[src/rtl/ecc_scrubber_pkg.sv]
// Shared types for the scrubber plus the (39,32) Hsiao SECDED column table and syndrome classifier.
// Data bit i maps to the i-th 7-bit weight-3 pattern; check bit j maps to the weight-1 pattern 1<<j.
package ecc_scrubber_pkg;

  typedef enum logic [1:0] {IDLE, READ, WB} scrub_state_e;
  typedef enum logic [1:0] {ECC_OK, ECC_SINGLE, ECC_DOUBLE} ecc_status_e;

  function automatic logic [31:0][6:0] secded_cols();
    logic [31:0][6:0] cols;
    logic [5:0]       n;
    logic [6:0]       c;
    cols = '0;
    n    = '0;
    for (int v = 0; v < 128; v++) begin
      c = 7'(v);
      if (!n[5] && $countones(c) == 3) begin
        cols[n[4:0]] = c;
        n = n + 6'd1;
      end
    end
    return cols;
  endfunction

  localparam logic [31:0][6:0] SecdedCols = secded_cols();

  // Every column has odd weight, so an odd syndrome is a single flip and a non-zero even one is a double.
  function automatic ecc_status_e secded_status(input logic [6:0] syndrome);
    if (syndrome == '0) return ECC_OK;
    if (^syndrome) return ECC_SINGLE;
    return ECC_DOUBLE;
  endfunction

endpackage

[src/rtl/ecc_scrubber_err_log.sv]
// Saturating fix/uncorrectable event counters and last-error address; clear wins over a same-cycle event.
module ecc_scrubber_err_log #(
  parameter int unsigned AddrWidth = 8
) (
  input  logic                 clk_i,
  input  logic                 rst_ni,
  input  logic                 cnt_clear_i,
  input  logic                 fix_i,
  input  logic                 uncorr_i,
  input  logic [AddrWidth-1:0] addr_i,
  output logic [31:0]          fix_cnt_o,
  output logic [31:0]          uncorr_cnt_o,
  output logic [AddrWidth-1:0] last_err_addr_o
);

  always_ff @(posedge clk_i or negedge rst_ni) begin
    if (!rst_ni) begin
      fix_cnt_o       <= '0;
      uncorr_cnt_o    <= '0;
      last_err_addr_o <= '0;
    end else begin
      if (cnt_clear_i) fix_cnt_o <= '0;
      else if (fix_i && fix_cnt_o != '1) fix_cnt_o <= fix_cnt_o + 32'd1;
      if (cnt_clear_i) uncorr_cnt_o <= '0;
      else if (uncorr_i && uncorr_cnt_o != '1) uncorr_cnt_o <= uncorr_cnt_o + 32'd1;
      if (fix_i || uncorr_i) last_err_addr_o <= addr_i;
    end
  end

endmodule

[src/rtl/prim_secded_39_32_dec.sv]
// Combinational SECDED (39,32) decoder: reports the syndrome and flips the data bit it points at.
module prim_secded_39_32_dec
  import ecc_scrubber_pkg::*;
(
  input  logic [38:0] data_i,
  output logic [31:0] data_o,
  output logic [6:0]  syndrome_o
);

  always_comb begin
    syndrome_o = data_i[38:32];
    for (int i = 0; i < 32; i++) begin
      if (data_i[i]) syndrome_o = syndrome_o ^ SecdedCols[i];
    end
    data_o = data_i[31:0];
    for (int i = 0; i < 32; i++) begin
      if (syndrome_o == SecdedCols[i]) data_o[i] = ~data_i[i];
    end
  end

endmodule

[src/rtl/prim_secded_39_32_enc.sv]
// Combinational SECDED (39,32) encoder: data in [31:0], check bits in [38:32].
module prim_secded_39_32_enc
  import ecc_scrubber_pkg::*;
(
  input  logic [31:0] data_i,
  output logic [38:0] data_o
);

  logic [6:0] chk;

  always_comb begin
    chk = '0;
    for (int i = 0; i < 32; i++) begin
      if (data_i[i]) chk = chk ^ SecdedCols[i];
    end
    data_o = {chk, data_i};
  end

endmodule

[src/rtl/ecc_scrubber.sv]
// Bank arbiter + background SECDED scrubber; bus always wins, scrub costs 2 cycles (3 with fix, 1 bus stall).
// ECC_SCRUBBER_ERR_LOG_EN adds event counters, last error address and a counter clear.
module ecc_scrubber
  import ecc_scrubber_pkg::*;
#(
  parameter  int unsigned BankSize         = 256,
  parameter  int unsigned UnprotectedWidth = 32,
  parameter  int unsigned ProtectedWidth   = 39,
  localparam int unsigned BankAddWidth     = $clog2(BankSize)
) (
  input  logic                      clk_i,
  input  logic                      rst_ni,
  input  logic                      scrub_en_i,
  input  logic                      scrub_trigger_i,
  input  logic                      intc_req_i,
  input  logic                      intc_we_i,
  input  logic [BankAddWidth-1:0]   intc_add_i,
  input  logic [ProtectedWidth-1:0] intc_wdata_i,
  output logic                      intc_gnt_o,
  output logic [ProtectedWidth-1:0] intc_rdata_o,
  output logic                      bank_req_o,
  output logic                      bank_we_o,
  output logic [BankAddWidth-1:0]   bank_add_o,
  output logic [ProtectedWidth-1:0] bank_wdata_o,
  input  logic [ProtectedWidth-1:0] bank_rdata_i,
  output logic                      scrub_fix_o,
  output logic                      scrub_uncorr_o,
  output logic [BankAddWidth-1:0]   scrub_addr_o
`ifdef ECC_SCRUBBER_ERR_LOG_EN
  ,
  input  logic                      cnt_clear_i,
  output logic [31:0]               fix_cnt_o,
  output logic [31:0]               uncorr_cnt_o,
  output logic [BankAddWidth-1:0]   last_err_addr_o
`endif
);

  scrub_state_e                  state_q, state_d;
  logic                          pending_q;
  logic [BankAddWidth-1:0]       scrub_addr_q, lat_addr_q;
  logic [UnprotectedWidth-1:0]   fix_data_q, dec_data;
  logic [6:0]                    syndrome;
  logic [ProtectedWidth-1:0]     enc_data;
  ecc_status_e                   status;
  logic                          issue, advance, fix, uncorr, bus_hit;

  prim_secded_39_32_dec u_dec (
    .data_i     (bank_rdata_i),
    .data_o     (dec_data),
    .syndrome_o (syndrome)
  );

  prim_secded_39_32_enc u_enc (
    .data_i (fix_data_q),
    .data_o (enc_data)
  );

  assign status       = secded_status(syndrome);
  assign intc_rdata_o = bank_rdata_i;
  assign bus_hit      = intc_req_i && intc_we_i && (intc_add_i == lat_addr_q);

  always_comb begin
    state_d      = state_q;
    issue        = 1'b0;
    advance      = 1'b0;
    fix          = 1'b0;
    uncorr       = 1'b0;
    intc_gnt_o   = 1'b1;
    bank_req_o   = intc_req_i;
    bank_we_o    = intc_we_i;
    bank_add_o   = intc_add_i;
    bank_wdata_o = intc_wdata_i;
    unique case (state_q)
      IDLE: begin
        if (pending_q && !intc_req_i) begin
          issue        = 1'b1;
          bank_req_o   = 1'b1;
          bank_we_o    = 1'b0;
          bank_add_o   = scrub_addr_q;
          bank_wdata_o = '0;
          state_d      = READ;
        end
      end
      READ: begin
        state_d = IDLE;
        advance = 1'b1;
        if (status == ECC_DOUBLE) begin
          uncorr = 1'b1;
        end else if (status == ECC_SINGLE && !bus_hit) begin
          // A granted bus write to this word supersedes the correction.
          advance = 1'b0;
          state_d = WB;
        end
      end
      WB: begin
        intc_gnt_o   = 1'b0;
        bank_req_o   = 1'b1;
        bank_we_o    = 1'b1;
        bank_add_o   = lat_addr_q;
        bank_wdata_o = enc_data;
        fix          = 1'b1;
        advance      = 1'b1;
        state_d      = IDLE;
      end
      default: state_d = IDLE;
    endcase
    if (!rst_ni) begin
      intc_gnt_o   = 1'b0;
      bank_req_o   = 1'b0;
      bank_we_o    = 1'b0;
      bank_add_o   = '0;
      bank_wdata_o = '0;
    end
  end

  always_ff @(posedge clk_i or negedge rst_ni) begin
    if (!rst_ni) begin
      state_q      <= IDLE;
      pending_q    <= 1'b0;
      scrub_addr_q <= '0;
      lat_addr_q   <= '0;
      fix_data_q   <= '0;
    end else begin
      state_q   <= state_d;
      pending_q <= scrub_en_i && (pending_q ? !issue : scrub_trigger_i);
      if (issue) lat_addr_q <= scrub_addr_q;
      if (state_q == READ) fix_data_q <= dec_data;
      if (advance) begin
        scrub_addr_q <= (scrub_addr_q == BankAddWidth'(BankSize - 1)) ? '0
                                                                     : scrub_addr_q + 1'b1;
      end
    end
  end

  assign scrub_fix_o    = fix;
  assign scrub_uncorr_o = uncorr;
  assign scrub_addr_o   = scrub_addr_q;

`ifdef ECC_SCRUBBER_ERR_LOG_EN
  ecc_scrubber_err_log #(
    .AddrWidth (BankAddWidth)
  ) u_err_log (
    .clk_i           (clk_i),
    .rst_ni          (rst_ni),
    .cnt_clear_i     (cnt_clear_i),
    .fix_i           (fix),
    .uncorr_i        (uncorr),
    .addr_i          (lat_addr_q),
    .fix_cnt_o       (fix_cnt_o),
    .uncorr_cnt_o    (uncorr_cnt_o),
    .last_err_addr_o (last_err_addr_o)
  );
`endif

endmodule

[config.mk]
export PLATFORM = sky130hd
export DESIGN_NAME = ecc_scrubber
export DESIGN_NICKNAME = d
export VERILOG_FILES = /design/src/rtl/ecc_scrubber_pkg.sv /design/src/rtl/ecc_scrubber_err_log.sv /design/src/rtl/prim_secded_39_32_dec.sv /design/src/rtl/prim_secded_39_32_enc.sv /design/src/rtl/ecc_scrubber.sv
export SDC_FILE = /design/constraint.sdc
export NUM_CORES = 1
export LEC_CHECK = 0
export ABC_AREA = 1
export CORE_ASPECT_RATIO = 1.75
export CORE_UTILIZATION = 44
export DETAILED_ROUTE_END_ITERATION = 10
export PLACE_DENSITY = 0.8
export RECOVER_POWER = 50
export REMOVE_ABC_BUFFERS = 1
export SYNTH_ARGS = -nofsm -noshare
export SYNTH_HDL_FRONTEND = slang
export SYNTH_SLANG_ARGS = --single-unit
export TNS_END_PERCENT = 50
[constraint.sdc]
create_clock -name clk_i -period 2.2 [get_ports clk_i]
set_input_delay 0.33 -clock clk_i [delete_from_list [all_inputs] [get_ports clk_i]]
set_output_delay 0.33 -clock clk_i [all_outputs]
set_load 0.005 [all_outputs]
==> run_results.csv, run 1 <==
group,metric,value,unit
floorplan,die_area,0.0141,sq mm
clock_tree,clkTransAtPathRegs,0.08,ns
floorplan,fp-row-count,56,
worst_setup_path,cpPeakStageDelay,0.30,ns
worst_setup_path,cp_common_cell,"nand2_2",
outcome,violations,"max-capacitance violations, max-slew violations, negative setup slack",
placed_design,placed_area,0.00885,sq mm
floorplan,die_w,90.2,um
timing,setup_ws,-0.543,ns
timing,worst_pin_slew,1.60,ns
placed_design,place_ws,-1.54,ns
placed_design,port_buffers,190,
floorplan,core-area,0.0133,sq mm
route,dr_total_vias,7955,
yosys,ys_ff_latch,51,
global_route,overflow,0,
yosys,synth_most_common_cell,"nand2_1",
timing,post-route-min-period,2.74,ns
clock_tree,cts_made_buffers,5,
power,p_leak,5.30,nW
global_route,grt_max_degree,63,
timing,fin_crit_sh,1.25,
finish,syn2layout_area_growth,81.3,%
finish,drive_above_1_share,0.451,
yosys,synth_top_area_frac,0.213,
worst_setup_path,cp.required,1.87,ns
yosys,synth-edff-count,0,
timing,fmax,365,MHz
global_route,grt_usage,0.336,
floorplan,start_util,0.450,
finish,fillers,743,
finish,fin_util,0.816,
route,remaining_drc_errors,0,
yosys,ys_seq_area_frac,0.213,
yosys,synth_top_flop_cell,"dfrtp_1",
finish,layout.cells.non_filler,1448,
power,power_per_cell_area,1410,mW/mm^2
worst_setup_path,worstPathCellList,"buf_4, xnor2_4, xor2_2, xnor2_2, xor2_1, ha_1, nand2_1, nand2_2, inv_2, nand3_2, nand2_2, nand2_2, a211oi_2, buf_4, buf_6",
floorplan,io-pin-count,191,
yosys,yosysUniqueCellTypes,35,
clock_tree,cts_tree,"built",
worst_setup_path,cp-start-kind,"input port",
floorplan,fp.dieH,156,um
global_route,grt_pass1_vias,7447,
route,drt-initial-drc-count,555,
yosys,async_flop_share,1.00,
route,final_antenna_net_count,0,
route,routed_wl,28800,um
finish,fin_area,0.0109,sq mm
clock_tree,clk_latency,0.31,ns
clock_tree,clkSinkCount,51,
hold_path,worstHoldPathType,"in2reg",
worst_setup_path,cp_slowest_cell,"ha_1",
clock_tree,clock_path_buffers,2,
worst_setup_path,worstPathArrival,2.41,ns
worst_setup_path,critPathKind,"in2out",
power,vdd_drop_max,760,uV
timing,finalClockSkew,0.00849,ns
yosys,synth_commonest_cells,"nand2_1 (324), xor2_1 (86), xnor2_1 (76)",
timing,fin_hold_ws,0.444,ns
timing,slew_viol_final,30,
yosys,syn_area,0.00599,sq mm
yosys,avgSynthCellArea,6.43,sq um
global_route,grt_antenna_before_repair,0,
placed_design,gp_congestion,0.974,
timing,setup_viol,63,
finish,final_nets,1373,
yosys,yosysTopAreaCell,"dfrtp_1",
timing,finalSetupTns,-8.48,ns
worst_setup_path,crit_family,"XOR/XNOR gates",
yosys,synthCells,932,
timing,final_hold_viol_count,0,
worst_setup_path,cp_num_buf_inv,4,
power,p_total,15.3,mW
clock_tree,htreeDepth,2,
timing,rsz0062_at_grt,"yes",
placed_design,dp_cells,1366,
timing,slew_headroom,-0.0646,
outcome,outcome,"finished, violations left",
worst_setup_path,endpoint_kind,"primary output",
run,cap_viol_max_count,1,
yosys,synthTopCellsByArea,"dfrtp_1 (21%), nand2_1 (20%), xor2_1 (13%)",
clock_tree,cts_root_buffer,"clkbuf_16",
route,via_per_inst,5.49,
placed_design,hpwl,16900,um
finish,antenna_cells,0,
worst_setup_path,cp_max_fo,4,
route,drt_pass1_iterations,6,
global_route,grt_pass1_wl,36500,um
yosys,yosys_warnings,0,
clock_tree,cts_hold_buf,0,
route,avgRoutedWirePerCell,19.9,um
[per-layer routing]
layer,global-route usage,wire (um),vias up
li1,-,-,3518
met4,0.288,3140,0
met5,0,0,-
met2,0.677,15200,501
met1,0.285,8690,3727
met3,0.0389,1750,209
[state kept, by name, summed over array words and instances (netlist names)]
signal / flops
scrub_addr_o: 8
fix_data_q: 32
pending_q: 1
state_q: 2
lat_addr_q: 8
[layout make-up]
type | instances | area, sq um | share of cell area
Clock buffer | 6 | 129 | 0.0119
Clock inverter | 2 | 38.8 | 0.00357
Inverter | 78 | 305 | 0.0281
Multi-Input combinational cell | 716 | 5180 | 0.477
Sequential cell | 51 | 1290 | 0.119
Tap cell | 174 | 218 | 0.0200
Timing Repair Buffer | 421 | 3700 | 0.341
[timing repair]
item | in CTS | in global routing
pin swaps | 103 | 88
hold endpoints to repair | 0 | 0
cloned | 4 | 2
endpoints found under the setup margin | 92 | 86
buffers inserted | 50 | 34
gates resized for setup | 485 | 221
[logic make-up (layout without fill, tap and decap cells)]
group                      after synthesis  after routing  share of synthesized area
and+or+nand+nor                        436            437                      0.304
AOI/OAI and AO/OA                      108            108                     0.0953
DFF                                     51             51                      0.213
xor gates and xnor gates               163            163                      0.240
buffers and inverters                  166            507                      0.132
adders and majority gates                8              8                     0.0167
[worst min-delay path, delay by kind of cell]
family	cells	cell delay (ns)
XOR/XNOR	1	0.06
buffers and inverters	2	0.20
AO/OA/AOI/OAI	1	0.12
[power by group]
part | switching (mW) | total, mW | internal, mW
sequential | 0.615 | 1.92 | 1.31
combinational | 6.38 | 12.4 | 6.04
clock | 0.407 | 0.951 | 0.544
[cells in the final DEF (no fill, tap or decap), types with 24 or more instances in the layout]
cell type        Yosys  final
a21oi_1             42     24
buf_2               12     58
buf_4               39    172
buf_6                0     54
clkdlybuf4s50_1      0     85
dfrtp_1             51     41
inv_1               63     46
inv_2               14     27
nand2_1            324    253
nand2_2             11     69
nand3_1             40     25
o21ai_0             32     25
xnor2_1             76     38
xnor2_2              1     31
xor2_1              86     63
[path summary, 6_finish.rpt]
| kind | from | endpoint | slack (ns) | depth (start not counted) |
|---|---|---|---|---|
| max reg2reg | state_q[1] | fix_data_q[12] | -0.01 | 8 |
| min reg2reg | lat_addr_q[4] | lat_addr_q[4] | 0.56 | 2 |
| min | bank_rdata_i[10] | fix_data_q[10] | 0.44 | 4 |
| max | bank_rdata_i[1] | scrub_uncorr_o | -0.54 | 15 |
| max in group asynchronous | rst_ni | fix_data_q[17] | 0.44 | 2 |
| min in group asynchronous | rst_ni | state_q[1] | 0.59 | 2 |
(Power assumes the default switching activity.)
==> inputs of run 2 (changes only) <==
==> constraint.sdc (replaced) <==
create_clock -name clk_i -period 2.5 [get_ports clk_i]
set_input_delay 0.375 -clock clk_i [delete_from_list [all_inputs] [get_ports clk_i]]
set_output_delay 0.375 -clock clk_i [all_outputs]
set_load 0.005 [all_outputs]
==> run_results.csv, run 2 (synthesis results as in run 1) <==
group,metric,value,unit
outcome,outcome,"finished, violations left",
outcome,violations,"max-capacitance violations, max-slew violations, negative setup slack",
floorplan,die_w,90.2,um
finish,fin_util,0.714,
timing,finalClockSkew,0.00823,ns
worst_setup_path,cp_slowest_cell,"ha_1",
timing,fin_hold_ws,0.516,ns
placed_design,gp_congestion,0.954,
clock_tree,clk_latency,0.30,ns
worst_setup_path,worstPathCellList,"buf_6, xor2_2, xnor2_1, buf_4, xor2_2, xor2_1, ha_1, inv_1, nand3_2, nand2_2, inv_2, nand3_4, nand3_4, a211oi_2, buf_2",
power,pwr-share-comb,0.783,
finish,top_register,"fix_data_q",
clock_tree,htreeDepth,2,
finish,drive_above_1_share,0.278,
worst_setup_path,critPathKind,"in2out",
global_route,overflow,0,
route,final_antenna_net_count,0,
floorplan,die_area,0.0141,sq mm
route,routed_wl,21800,um
worst_setup_path,cp.required,2.12,ns
route,remaining_drc_errors,0,
worst_setup_path,r2r-start,"lat_addr_q[5]",
global_route,grt_usage,0.290,
route,via_per_inst,5.04,
power,vdd_drop_max,651,uV
worst_setup_path,endpoint_kind,"primary output",
timing,fin_crit_sh,1.14,
finish,final_nets,1284,
timing,final_hold_viol_count,0,
clock_tree,cts_root_buffer,"clkbuf_16",
route,drt-initial-drc-count,320,
floorplan,core-area,0.0133,sq mm
power,intPower,5.93,mW
clock_tree,clock_path_buffers,2,
power,p_clk_frac,0.072,
hold_path,worstHoldPathType,"in2reg",
timing,setup_viol,13,
worst_setup_path,cp_max_fo,2,
finish,syn2layout_area_growth,58.8,%
global_route,grt_max_degree,65,
finish,fillers,1036,
route,drt_pass1_iterations,4,
finish,layout.cells.non_filler,1359,
finish,layout_common_cells,"nand2_1 (309), buf_4 (122), clkdlybuf4s50_1 (102)",
hold_path,hp-start,"bank_rdata_i[5]",
timing,setup_ws,-0.347,ns
floorplan,start_util,0.450,
placed_design,dp_cells,1336,
power,p_total,11.1,mW
global_route,grt_pass1_vias,6793,
timing,slew_viol_final,29,
clock_tree,cts_hold_buf,0,
clock_tree,cts_made_buffers,5,
power,power_per_cell_area,1170,mW/mm^2
clock_tree,clkSinkCount,51,
floorplan,fp.dieH,156,um
worst_setup_path,reg2reg_to,"scrub_addr_o[0]",
worst_setup_path,worstPathArrival,2.47,ns
power,power.share.sequential,0.145,
finish,layout_commonest_cell,"nand2_1",
power,switchingPower,5.20,mW
finish,largest_reg_flops,32,
timing,slew_headroom,-0.00757,
timing,post-route-min-period,2.85,ns
hold_path,holdPathStages,4,
power,p_leak,4.69,nW
worst_setup_path,cp-start-kind,"input port",
timing,worst_pin_slew,1.51,ns
worst_setup_path,ff2ff_setup_slack,0.39,ns
timing,rsz0062_at_grt,"yes",
floorplan,fp-row-count,56,
global_route,grt_antenna_before_repair,0,
finish,antenna_cells,0,
route,dr_total_vias,6849,
placed_design,port_buffers,190,
worst_setup_path,reg2regPathDepth,13,
hold_path,min_to,"fix_data_q[5]",
clock_tree,cts_tree,"built",
power,power_switching_share,0.467,
timing,finalSetupTns,-1.22,ns
clock_tree,clkTransAtPathRegs,0.07,ns
global_route,grt_pass1_wl,32000,um
worst_setup_path,cpPeakStageDelay,0.33,ns
route,avgRoutedWirePerCell,16.0,um
placed_design,hpwl,16500,um
floorplan,io-pin-count,191,
run,cap_viol_max_count,1,
timing,fmax,351,MHz
[run 2: how the worst max path moves through the flow]
stage                      from             end  slack [ns]  cells after the start
3_5_place_dp   bank_rdata_i[20]  scrub_uncorr_o       -1.36                     15
2_1_floorplan        state_q[0]   bank_add_o[0]       -0.65                      7
3_3_place_gp   bank_rdata_i[20]  scrub_uncorr_o       -1.30                     15
4_1_cts         bank_rdata_i[3]  scrub_uncorr_o       -0.30                     15
5_1_grt        bank_rdata_i[10]  scrub_uncorr_o       -0.48                     14
6_report       bank_rdata_i[33]  scrub_uncorr_o       -0.35                     15
[run 2: layout make-up]
| type | instances | area, sq um | share of cell area |
|---|---|---|---|
| multi-input combinational | 715 | 4600 | 0.484 |
| clock buffer | 6 | 129 | 0.0136 |
| inverter | 78 | 295 | 0.0310 |
| tap | 174 | 218 | 0.0229 |
| timing repair buffer | 333 | 2940 | 0.309 |
| sequential | 51 | 1290 | 0.135 |
| clock inverter | 2 | 38.8 | 0.00408 |
[run 2: per-stage QoR]
stage / cell area [sq um] / worst slack, ns
after floorplan: 5500 / -0.655
after global placement: 8620 / -1.30
after detailed placement: 8620 / -1.36
after CTS: 9010 / -0.297
after global routing: 9510 / -0.475
final: 9510 / -0.347
[run 2: layer usage]
layer	GRT usage	vias up	wire length, um
met3	0.0262	77	656
met1	0.248	3232	6950
met5	0	-	0
met2	0.621	200	12800
li1	-	3340	-
met4	0.180	0	1360
[run 2: power by group through the flow]
stage	Sequential [mW]	Clock (mW)	Combinational (mW)
after detailed placement	1.53	0	6.83
after global placement	1.52	0	6.66
final	1.61	0.799	8.71
after floorplan	1.52	0	4.06
after CTS	1.56	0.801	7.24
after global routing	1.65	0.831	9.33
[run 2: what timing repair did]
action | in CTS | in global routing
setup endpoints to repair | 89 | 52
setup buffers | 10 | 5
resized for setup | 241 | 108
cloned | 1 | 2
pin swaps | 63 | 47
[run 2: critical path: cells and delay by family]
family | cells | cell delay, ns
adder cells (fa/ha/maj) | 1 | 0.33
XOR/XNOR | 4 | 0.64
AO/OA/AOI/OAI | 1 | 0.24
buffers and inverters | 5 | 0.52
AND/OR/NAND/NOR | 4 | 0.36
==> inputs of run 3 (changes only) <==
--- a/config.mk
+++ b/config.mk
@@ -8,6 +8,7 @@
 export ABC_AREA = 1
 export CORE_ASPECT_RATIO = 1.75
 export CORE_UTILIZATION = 44
+export CTS_BUF_LIST = sky130_fd_sc_hd__clkbuf_8
 export DETAILED_ROUTE_END_ITERATION = 10
 export PLACE_DENSITY = 0.8
 export RECOVER_POWER = 50
==> run_results.csv, run 3 (synthesis results as in run 1) <==
group,metric,value,unit
outcome,outcome,"finished, violations left",
outcome,violations,"max-capacitance violations, max-slew violations, negative setup slack",
floorplan,start_util,0.450,
timing,fin_crit_sh,1.13,
timing,finalClockSkew,0.0115,ns
worst_setup_path,cp.required,2.12,ns
timing,slew_viol_final,29,
global_route,grt_antenna_before_repair,0,
hold_path,worstHoldPathType,"in2reg",
run,cap_viol_max_count,1,
clock_tree,cts_tree,"built",
finish,layout_commonest_cell,"nand2_1",
route,drt_pass1_iterations,5,
clock_tree,clock_path_buffers,2,
power,power_per_cell_area,1170,mW/mm^2
timing,rsz0062_at_grt,"yes",
hold_path,holdPathStages,4,
worst_setup_path,critPathCapture,"scrub_uncorr_o",
placed_design,dp_cells,1336,
clock_tree,cts_hold_buf,0,
placed_design,placed_area,0.00862,sq mm
placed_design,hpwl,16500,um
route,final_antenna_net_count,0,
timing,final_hold_viol_count,0,
route,via_per_inst,5.09,
timing,post-route-min-period,2.83,ns
timing,fmax,353,MHz
global_route,grt_pass1_vias,6965,
finish,syn2layout_area_growth,61.4,%
finish,largest_reg_flops,32,
finish,layout_common_cells,"nand2_1 (307), buf_4 (134), clkdlybuf4s50_1 (102)",
worst_setup_path,worstPathArrival,2.46,ns
worst_setup_path,reg2regPathDepth,13,
worst_setup_path,ff2ff_setup_slack,0.42,ns
clock_tree,clkSinkCount,51,
global_route,grt_usage,0.301,
worst_setup_path,cp-start-kind,"input port",
power,p_leak,4.75,nW
route,avgRoutedWirePerCell,16.1,um
route,drt-initial-drc-count,324,
finish,fin_area,0.00967,sq mm
worst_setup_path,worstPathCellList,"buf_8, xor2_4, xnor2_2, xor2_2, xor2_1, ha_1, inv_1, nand3_2, nand2_2, inv_2, nand3_4, nand3_4, a211oi_2, buf_2",
finish,fillers,997,
finish,final_nets,1303,
finish,antenna_cells,0,
floorplan,die_area,0.0141,sq mm
worst_setup_path,cpPeakStageDelay,0.28,ns
floorplan,fp-row-count,56,
route,remaining_drc_errors,0,
clock_tree,clkTransAtPathRegs,0.10,ns
finish,drive_above_1_share,0.306,
timing,worst_pin_slew,1.53,ns
timing,slew_headroom,-0.0215,
floorplan,io-pin-count,191,
worst_setup_path,cp_common_cell,"nand3_4",
placed_design,place_ws,-1.36,ns
power,p_total,11.3,mW
finish,layout.cells.non_filler,1378,
clock_tree,cts_root_buffer,"clkbuf_8",
worst_setup_path,cp_max_fo,2,
timing,setup_ws,-0.332,ns
placed_design,gp_congestion,0.954,
worst_setup_path,reg2reg_to,"scrub_addr_o[1]",
finish,top_register,"fix_data_q",
route,dr_total_vias,7017,
clock_tree,cts_made_buffers,5,
placed_design,port_buffers,190,
worst_setup_path,endpoint_kind,"primary output",
timing,setup_viol,37,
floorplan,core-area,0.0133,sq mm
clock_tree,htreeDepth,2,
worst_setup_path,r2r-start,"lat_addr_q[3]",
worst_setup_path,critPathKind,"in2out",
timing,finalSetupTns,-3.99,ns
power,vdd_drop_max,694,uV
global_route,overflow,0,
worst_setup_path,cp_slowest_cell,"ha_1",
floorplan,fp.dieH,156,um
global_route,grt_max_degree,65,
route,routed_wl,22300,um
worst_setup_path,crit_start,"bank_rdata_i[33]",
floorplan,die_w,90.2,um
clock_tree,clk_latency,0.32,ns
global_route,grt_pass1_wl,33000,um
## run 3: repair_timing
item,in CTS,in global routing
endpoints found under the setup margin,88,56
resized for setup,266,145
setup buffers,18,17
gates cloned,3,0
pin swaps,71,65
## run 3: layout make-up
type / count / area (sq um) / share of cell area
clock buffer: 5 / 68.8 / 0.00712
tap: 174 / 218 / 0.0225
sequential: 51 / 1280 / 0.133
inverter: 78 / 295 / 0.0306
multi-input combinational: 715 / 4670 / 0.483
timing repair buffer: 352 / 3090 / 0.320
clock inverter: 3 / 42.5 / 0.00440
## run 3: how the worst min path moves through the flow
stage / slack (ns) / endpoint / from
2_1_floorplan: 0.08 / fix_data_q[0] / rst_ni
3_3_place_gp: 0.46 / state_q[1] / rst_ni
3_5_place_dp: 0.45 / state_q[1] / rst_ni
4_1_cts: 0.11 / fix_data_q[15] / rst_ni
5_1_grt: 0.53 / fix_data_q[5] / bank_rdata_i[5]
6_report: 0.49 / fix_data_q[5] / bank_rdata_i[5]
## run 3: worst max-delay path, delay by kind of cell
| kind | cells | cell delay [ns] |
|---|---|---|
| fa+ha+maj | 1 | 0.28 |
| xor+xnor | 4 | 0.80 |
| compound gates | 1 | 0.25 |
| buf+inv | 4 | 0.38 |
| simple gates | 4 | 0.36 |
## run 3: per-layer routing
metal	track usage	up-vias	wire, um
met4	0.224	0	1870
met5	0	-	0
met3	0.0326	104	821
li1	-	3379	-
met2	0.627	270	12600
met1	0.251	3264	6970
## run 3: through the flow
step	utilization	hold WS (ns)
4_1_cts	0.687	0.107
2_1_floorplan	-	0.0794
3_3_place_gp	0.648	0.455
6_report	0.726	0.489
3_5_place_dp	0.648	0.455
5_1_grt	0.726	0.529
## run 3: where the power goes
group	internal [mW]	total [mW]	switching (mW)
logic	4.57	9.10	4.53
clock network	0.299	0.602	0.303
registers	1.14	1.60	0.455
